### config.mk
export PLATFORM = sky130hd
export DESIGN_NAME = pc_fetch_unit
export DESIGN_NICKNAME = d
export VERILOG_FILES = /design/src/rtl/jsilicon_pkg.sv /design/src/rtl/pc_rom_bank.sv /design/src/rtl/pc_fetch_unit.sv
export SDC_FILE = /design/constraint.sdc
export NUM_CORES = 1
export LEC_CHECK = 0
export CAP_MARGIN = 20
export CORE_MARGIN = 8
export CORE_UTILIZATION = 38
export CTS_CLUSTER_SIZE = 24
export DETAILED_ROUTE_END_ITERATION = 7
export PLACE_DENSITY = 0.78
export SLEW_MARGIN = 40
export SYNTH_ARGS = -nofsm -noshare
export SYNTH_HDL_FRONTEND = slang
export SYNTH_SLANG_ARGS = --single-unit
### constraint.sdc
create_clock -name clk -period 1.24 [get_ports clk]
set_input_delay 0.186 -clock clk [delete_from_list [all_inputs] [get_ports clk]]
set_output_delay 0.186 -clock clk [all_outputs]
set_load 0.02 [all_outputs]
### src/rtl/jsilicon_pkg.sv
// Shared opcodes, fetch state encoding and the power-on instruction image
// for the mode-1 fetch path.
package jsilicon_pkg;

    localparam logic [2:0] OP_ADD  = 3'b000;
    localparam logic [2:0] OP_SUB  = 3'b001;
    localparam logic [2:0] OP_MUL  = 3'b010;
    localparam logic [2:0] OP_HALT = 3'b111;

    typedef enum logic {
        ST_RUN,
        ST_HALT
    } fetch_state_e;

    // Default program: ADD 3, SUB 2, MUL 5, NOP; everything else is NOP.
    function automatic logic [7:0] default_rom_word(input int unsigned addr);
        case (addr)
            0:       return {OP_ADD, 5'd3};
            1:       return {OP_SUB, 5'd2};
            2:       return {OP_MUL, 5'd5};
            default: return 8'h00;
        endcase
    endfunction

endpackage

### src/rtl/pc_rom_bank.sv
// Instruction store with combinational read. With PC_PROG_WRITE_EN defined it is a
// reset-loaded RAM with a write port; otherwise a constant ROM and the write port is dead.
module pc_rom_bank
    import jsilicon_pkg::*;
#(
    parameter int ADDR_W = 4,
    parameter int DATA_W = 8,
    parameter int DEPTH  = 16
) (
    input  logic              clk,
    input  logic              rst_n,
    input  logic              we,
    input  logic [ADDR_W-1:0] waddr,
    input  logic [DATA_W-1:0] wdata,
    input  logic [ADDR_W-1:0] raddr,
    output logic [DATA_W-1:0] rdata
);

    localparam logic [ADDR_W:0] DEPTH_W = (ADDR_W+1)'(DEPTH);

    logic raddr_ok;
    assign raddr_ok = {1'b0, raddr} < DEPTH_W;

`ifdef PC_PROG_WRITE_EN
    logic [DATA_W-1:0] mem_q [DEPTH];

    always_ff @(posedge clk or negedge rst_n) begin
        if (!rst_n) begin
            for (int i = 0; i < DEPTH; i++) mem_q[i] <= DATA_W'(default_rom_word(i));
        end else if (we && ({1'b0, waddr} < DEPTH_W)) begin
            mem_q[waddr] <= wdata;
        end
    end

    // Read is combinational off the current array, so a same-edge write returns the old word.
    assign rdata = raddr_ok ? mem_q[raddr] : '0;
`else
    logic unused_wr;
    assign unused_wr = &{1'b0, clk, rst_n, we, waddr, wdata};

    assign rdata = raddr_ok ? DATA_W'(default_rom_word(32'(raddr))) : '0;
`endif

endmodule

### src/rtl/pc_fetch_unit.sv
// PC sequencer with wrap point, jump and halt/resume, presenting a registered
// instruction + valid strobe. Runtime program load enabled by PC_PROG_WRITE_EN.
module pc_fetch_unit
    import jsilicon_pkg::*;
#(
    parameter int          ADDR_W    = 4,
    parameter int          DATA_W    = 8,
    parameter int          DEPTH     = 16,
    parameter int          LAST_ADDR = 3,
    parameter logic [2:0]  HALT_OP   = OP_HALT
) (
    input  logic              clk,
    input  logic              rst_n,
    input  logic              ena,
    input  logic              jump_en,
    input  logic [ADDR_W-1:0] jump_addr,
    input  logic              resume,
    input  logic              prog_we,
    input  logic [ADDR_W-1:0] prog_addr,
    input  logic [DATA_W-1:0] prog_data,
    output logic [ADDR_W-1:0] pc_out,
    output logic [DATA_W-1:0] instr_out,
    output logic              instr_valid,
    output logic              halted
);

    localparam logic [ADDR_W-1:0] LAST_A  = ADDR_W'(LAST_ADDR);
    localparam logic [ADDR_W-1:0] END_A   = ADDR_W'(DEPTH - 1);
    localparam logic [ADDR_W:0]   DEPTH_W = (ADDR_W+1)'(DEPTH);

    fetch_state_e      state_q, state_d;
    logic [ADDR_W-1:0] pc_q, pc_d;
    logic [ADDR_W-1:0] pc_out_q, pc_out_d;
    logic [DATA_W-1:0] instr_q, instr_d;
    logic              valid_q, valid_d;
    logic [DATA_W-1:0] rdata;

    pc_rom_bank #(
        .ADDR_W (ADDR_W),
        .DATA_W (DATA_W),
        .DEPTH  (DEPTH)
    ) u_rom (
        .clk   (clk),
        .rst_n (rst_n),
        .we    (prog_we),
        .waddr (prog_addr),
        .wdata (prog_data),
        .raddr (pc_q),
        .rdata (rdata)
    );

    function automatic logic [ADDR_W-1:0] next_pc(input logic [ADDR_W-1:0] p);
        return (p == LAST_A || p == END_A) ? '0 : p + 1'b1;
    endfunction

    always_comb begin
        state_d  = state_q;
        pc_d     = pc_q;
        pc_out_d = pc_out_q;
        instr_d  = instr_q;
        valid_d  = 1'b0;
        case (state_q)
            ST_RUN: begin
                if (ena) begin
                    instr_d  = rdata;
                    pc_out_d = pc_q;
                    valid_d  = 1'b1;
                    pc_d     = next_pc(pc_q);
                    if (rdata[DATA_W-1 -: 3] == HALT_OP) state_d = ST_HALT;
                end
            end
            ST_HALT: begin
                if (resume) state_d = ST_RUN;
            end
        endcase
        // Jump overrides the sequential successor but never the fetch of the old pc.
        if (jump_en) pc_d = ({1'b0, jump_addr} < DEPTH_W) ? jump_addr : '0;
    end

    always_ff @(posedge clk or negedge rst_n) begin
        if (!rst_n) begin
            state_q  <= ST_RUN;
            pc_q     <= '0;
            pc_out_q <= '0;
            instr_q  <= '0;
            valid_q  <= 1'b0;
        end else begin
            state_q  <= state_d;
            pc_q     <= pc_d;
            pc_out_q <= pc_out_d;
            instr_q  <= instr_d;
            valid_q  <= valid_d;
        end
    end

    assign pc_out      = pc_out_q;
    assign instr_out   = instr_q;
    assign instr_valid = valid_q;
    assign halted      = (state_q == ST_HALT);

endmodule
======== After elaboration in Yosys (flattened, before gate mapping) ========
Index checks and enable logic that the tools add are counted.
word-level totals
  register bits after elaboration ......... 18
  latch bits .............................. 0
  word-level logic and storage cells ...... 29
  output and inout bits ................... 14
  RAM bits ................................ 0
  input bits .............................. 22
  memories ................................ 0
  ROM bits ................................ 0
cells by class
  bitwise operators ....................... 1
  multipliers ............................. 0
  mux-type cells .......................... 11
  add/subtract/negate cells ............... 1
  equal/unequal tests ..................... 6
  divide/modulo/power cells ............... 0
  reduce and logical (&&, ||, !) cells .... 5
  shift-type cells ........................ 0
  order comparisons ....................... 0
operators by type and width
  kind                 number
  $pmux 7 s3           1
  $mux 4               4
  $eq 4x2->1 const B   2
  $mux 1               5
  $add 4x1->4 const B  1
  $eq 4x1->1 const B   1
  $eq 4x4->1 const B   1
  $logic_not 4->1      1
  $reduce_and 2->1     2
  $eq 3x3->1 const B   1
  $ne 2x2->1 const B   1
  $pmux 1 s2           1
  $reduce_bool 2->1    1
  $logic_or 1x1->1     1
  $not 1->1            1

======== Longest topological paths before layout ========
Gate-level depths: netlist of the first run.
  word-level depth ........................ 6
  depth in mapped cells ................... 5

======== Modules after synthesis ========
A second synthesis of the first run with hierarchy kept.
second synthesis, totals
  cells, all modules ...................... 91
  area, all modules ....................... 847.1 um^2
modules (own cells, without submodules)
  module         times used  cells an instance  area each (um^2)
  pc_fetch_unit  1           82                 785.8
  pc_rom_bank    1           9                  61.3

======== Worst setup path after synthesis of the first run ========
Ideal clock, no wire load.
  path kind ............................... reg2reg
  from .................................... register state_q, in the netlist halted
  to ...................................... register pc_q[1]
  slack ................................... -0.030 ns
  arrival ................................. 1.184 ns
  path buffers ............................ 1
  clock period less this slack ............ 1.270 ns
  stages on the path, launching flop included .. 5
  setup time .............................. 0.086 ns
  data required time ...................... 1.154 ns
  cell sequence ........................... dfrtp_1 -> nand2b_1 -> buf_2 -> a211o_1 -> o221ai_2
on the way
  word-level cells in the longest chain between the ends .. 2
ends and longest elaborated chain
  element                            line                 source
  start, declared                    pc_fetch_unit.sv:31  fetch_state_e state_q, state_d;
  start signal, assigned             pc_fetch_unit.sv:88  state_q <= state_d;
  $ne 2x2->1 (no source line)        --
  $reduce_and 2->1 (no source line)  --
  end signal, assigned               pc_fetch_unit.sv:89  pc_q <= pc_d;
  end, declared                      pc_fetch_unit.sv:32  logic [ADDR_W-1:0] pc_q, pc_d;
No other way between the ends.
A chain may end at the register's enable or synchronous reset.

======== Final worst setup path of the first run ========
  from .................................... register state_q, in the netlist halted
  to ...................................... output port halted
RTL lines
  element        line                 source
  end, declared  pc_fetch_unit.sv:24  output logic halted
No word-level cell between the ends.

==> flow_summary.yaml, run 1 <==
drt:
  drc: 0
  detail-route-antenna-nets: 0
  drtIter0Drc: 8
  wire_per_inst_um: 13.0
  dr.pass1.iters: 4
  vias: 597
  viasPerCell: 4.74
  wirelength_mm: 1.64
logic_synthesis:
  synth_compound_area_share_pct: 15.3
  synth_ff_type: "dfrtp_1"
  synth_common_cells: "dfrtp_1 (14), nand2_1 (14), o21ai_0 (7)"
  muxShareOfSynthArea_pct: 1.41
  syn_inst: 72
  synth_edf_count: 0
  synth_top_area_share_pct: 49.3
  synth_area_leaders: "dfrtp_1 (49%), nand2_1 (7.4%), ha_1 (7.0%), o21ai_0 (4.9%), buf_4 (4.2%)"
  avgSynthCellArea_um2: 9.87
  synth_top_family_by_area: "simple AND/OR/NAND/NOR gates"
  synth.distinct_cells: 24
  synthAdderAreaFrac_pct: 7.04
  synth-xor-area-share_pct: 1.23
  synthArstFlopShare_pct: 100
  yosys.area_share.simple_pct: 16.0
  synth-seq-cells: 14
  synth_seq_area_share_pct: 49.3
  synth_area_um2: 711
  yosysWarningCount: 0
  yosys.area.top_type: "dfrtp_1"
final_layout:
  final_util_pct: 58.3
  area_growth_syn_to_layout_pct: 43.1
  antenna_cells: 0
  stdcell_count: 126
  fin_nets: 128
  drive_above_1_share_pct: 23.8
clock_tree:
  cts_tree: "yes"
  clock_latency_ps: 280
  cts_buffer_depth: 2
  path_clk_slew_ps: 90
  cts.sinks: 14
  h-tree-depth: 1
  ctsRootBufferMaster: "clkbuf_4"
  cts_buffers: 3
sta:
  drv_slew: 0
  worst_slack_ps: 45.0
  setup_viol: 0
  period_needed_ps: 1200
  whs_ps: 206
  hold_violations: 0
  rsz0062_at_grt: "yes"
  skew_ps: 4.47
  clock.fmax_ghz: 0.837
  finalCritPeriodShare_pct: 96.4
worst_setup_path:
  endpoint_kind: "primary output"
  cp_top_family: "flip-flops"
  critPathMaxFanout: 5
  slowest_delay_ps: 430
  path_cells: "clkdlybuf4s15_1"
  critPathArrivalTime_ps: 1010
  path_class: "register to primary output"
  crit_required_ps: 1050
  worst_path_max_delay_cell: "dfrtp_2"
  cp_num_buf_inv: 1
  crit_path_start_kind: "register"
grt:
  grt_use_total_pct: 10.6
  grt_max_degree: 15
  grt_pass1_vias: 649
  grt_pass1_wl_mm: 2.78
  antenna_found_initial: 0
  overflow: 0
die:
  die-area_um2: 3510
  die_height_um: 59.2
  coreArea_um2: 1750
  std_cell_rows: 15
  start_util_pct: 40.7
  ios: 36
  die_x_um: 59.2
min_path:
  min-delay-path-class: "input pin to asynchronous set/reset pin"
pwr:
  p_per_area_nw_per_um2: 1170
  power.leakage_nw: 0.509
  ir_worst_vdd_uv: 613
placed_design:
  place.gp.congestion: 0.825
  dp.cells: 120
  port_buffers: 19
  hpwl_mm: 1.30
  place_ws_ps: -176
run_status:
  status: "completed"
run:
  max_cap_violations: 0
## metrics by stage
step / cell area, um^2 / power (mW) / setup TNS (ps)
after floorplan: 719 / 0.728 / 0
after global placement: 966 / 0.870 / -773
after detailed placement: 966 / 0.885 / -1160
after CTS: 991 / 1.19 / 0
after global routing: 1020 / 1.26 / -38.7
final: 1020 / 1.19 / 0
## cell usage in the layout, fill, tap and decap left out, types with 2 or more instances in the layout
cell and n:
nand2_1 14, buf_4 12, dfrtp_1 11, dlygate4sd2_1 10
clkdlybuf4s50_1 8, o21ai_0 7, inv_1 3, nor2b_1 3
ha_1 3, conb_1 3, clkbuf_4 3, dfrtp_2 3
a22o_1 2, o21ai_1 2, nand3b_1 2
## worst paths after layout
check | to | slack (ps) | depth (start not counted) | from
max | halted | 40 | 1 | halted
min | pc_out[1] | 210 | 2 | rst_n
max reg2reg | pc_q[3] | 40 | 4 | pc_q[0]
min reg2reg | pc_out[1] | 480 | 2 | pc_out[1]
max in group asynchronous | pc_q[1] | 850 | 2 | rst_n
min in group clk | pc_q[2] | 430 | 3 | jump_addr[2]
## layout make-up
| class | instances | area (um^2) |
|---|---|---|
| sequential | 14 | 354 |
| inverter | 4 | 15.0 |
| clock buffer | 4 | 36.3 |
| tap | 25 | 31.3 |
| timing repair buffer | 31 | 268 |
| fill | 165 | 728 |
| multi-input combinational | 48 | 313 |
## metal layers
layer | track usage (%) | vias up | routed length [um] | share of wire, %
met4 | 7.17 | 0 | 47 | 2.9
met1 | 10.8 | 277 | 674 | 41
met2 | 18.2 | 19 | 804 | 49
met3 | 3.04 | 5 | 109 | 6.7
li1 | - | 296 | - | -
met5 | 0 | - | 0 | 0
## kinds of logic after synthesis
group | count (synthesis)
simple gates | 23
compound gates | 16
flops | 14
buf+inv | 12
fa+ha+maj | 4
other cells | 1
xor+xnor | 1
mux | 1
## power by group
part / switching [mW] / internal (mW) / total, mW
clock: 0.150 / 0.179 / 0.329
sequential: 0.0371 / 0.506 / 0.543
combinational: 0.170 / 0.149 / 0.318
total: 0.357 / 0.834 / 1.19
## flip-flops by register name, indices dropped and copies added (netlist names)
name,count
instr_out,4
pc_out,4
pc_q,4
halted,1
instr_valid,1
## what timing repair did
| action | 4_1_cts | 5_1_grt |
|---|---|---|
| setup buffers | 0 | 2 |
| endpoints found under the setup margin | 14 | 6 |
| hold endpoints to repair | 0 | 0 |
| hold buffers | 0 | 0 |
| gates resized for setup | 12 | 5 |
| pin swaps | 0 | 1 |
Note: power is estimated with default switching activity, not from simulation.
==> inputs of run 2 (changes only) <==
- CTS_CLUSTER_DIAMETER: default -> 30
==> results of run 2 <==
Same layout as run 1: the final DEF is identical, and so are final timing and power.
==> inputs of run 3 (changes only) <==
- CTS_CLUSTER_DIAMETER: 30 -> 150
- TNS_END_PERCENT: default -> 1
==> results of run 3 <==
Same layout as run 1: the final DEF is identical, and so are final timing and power.
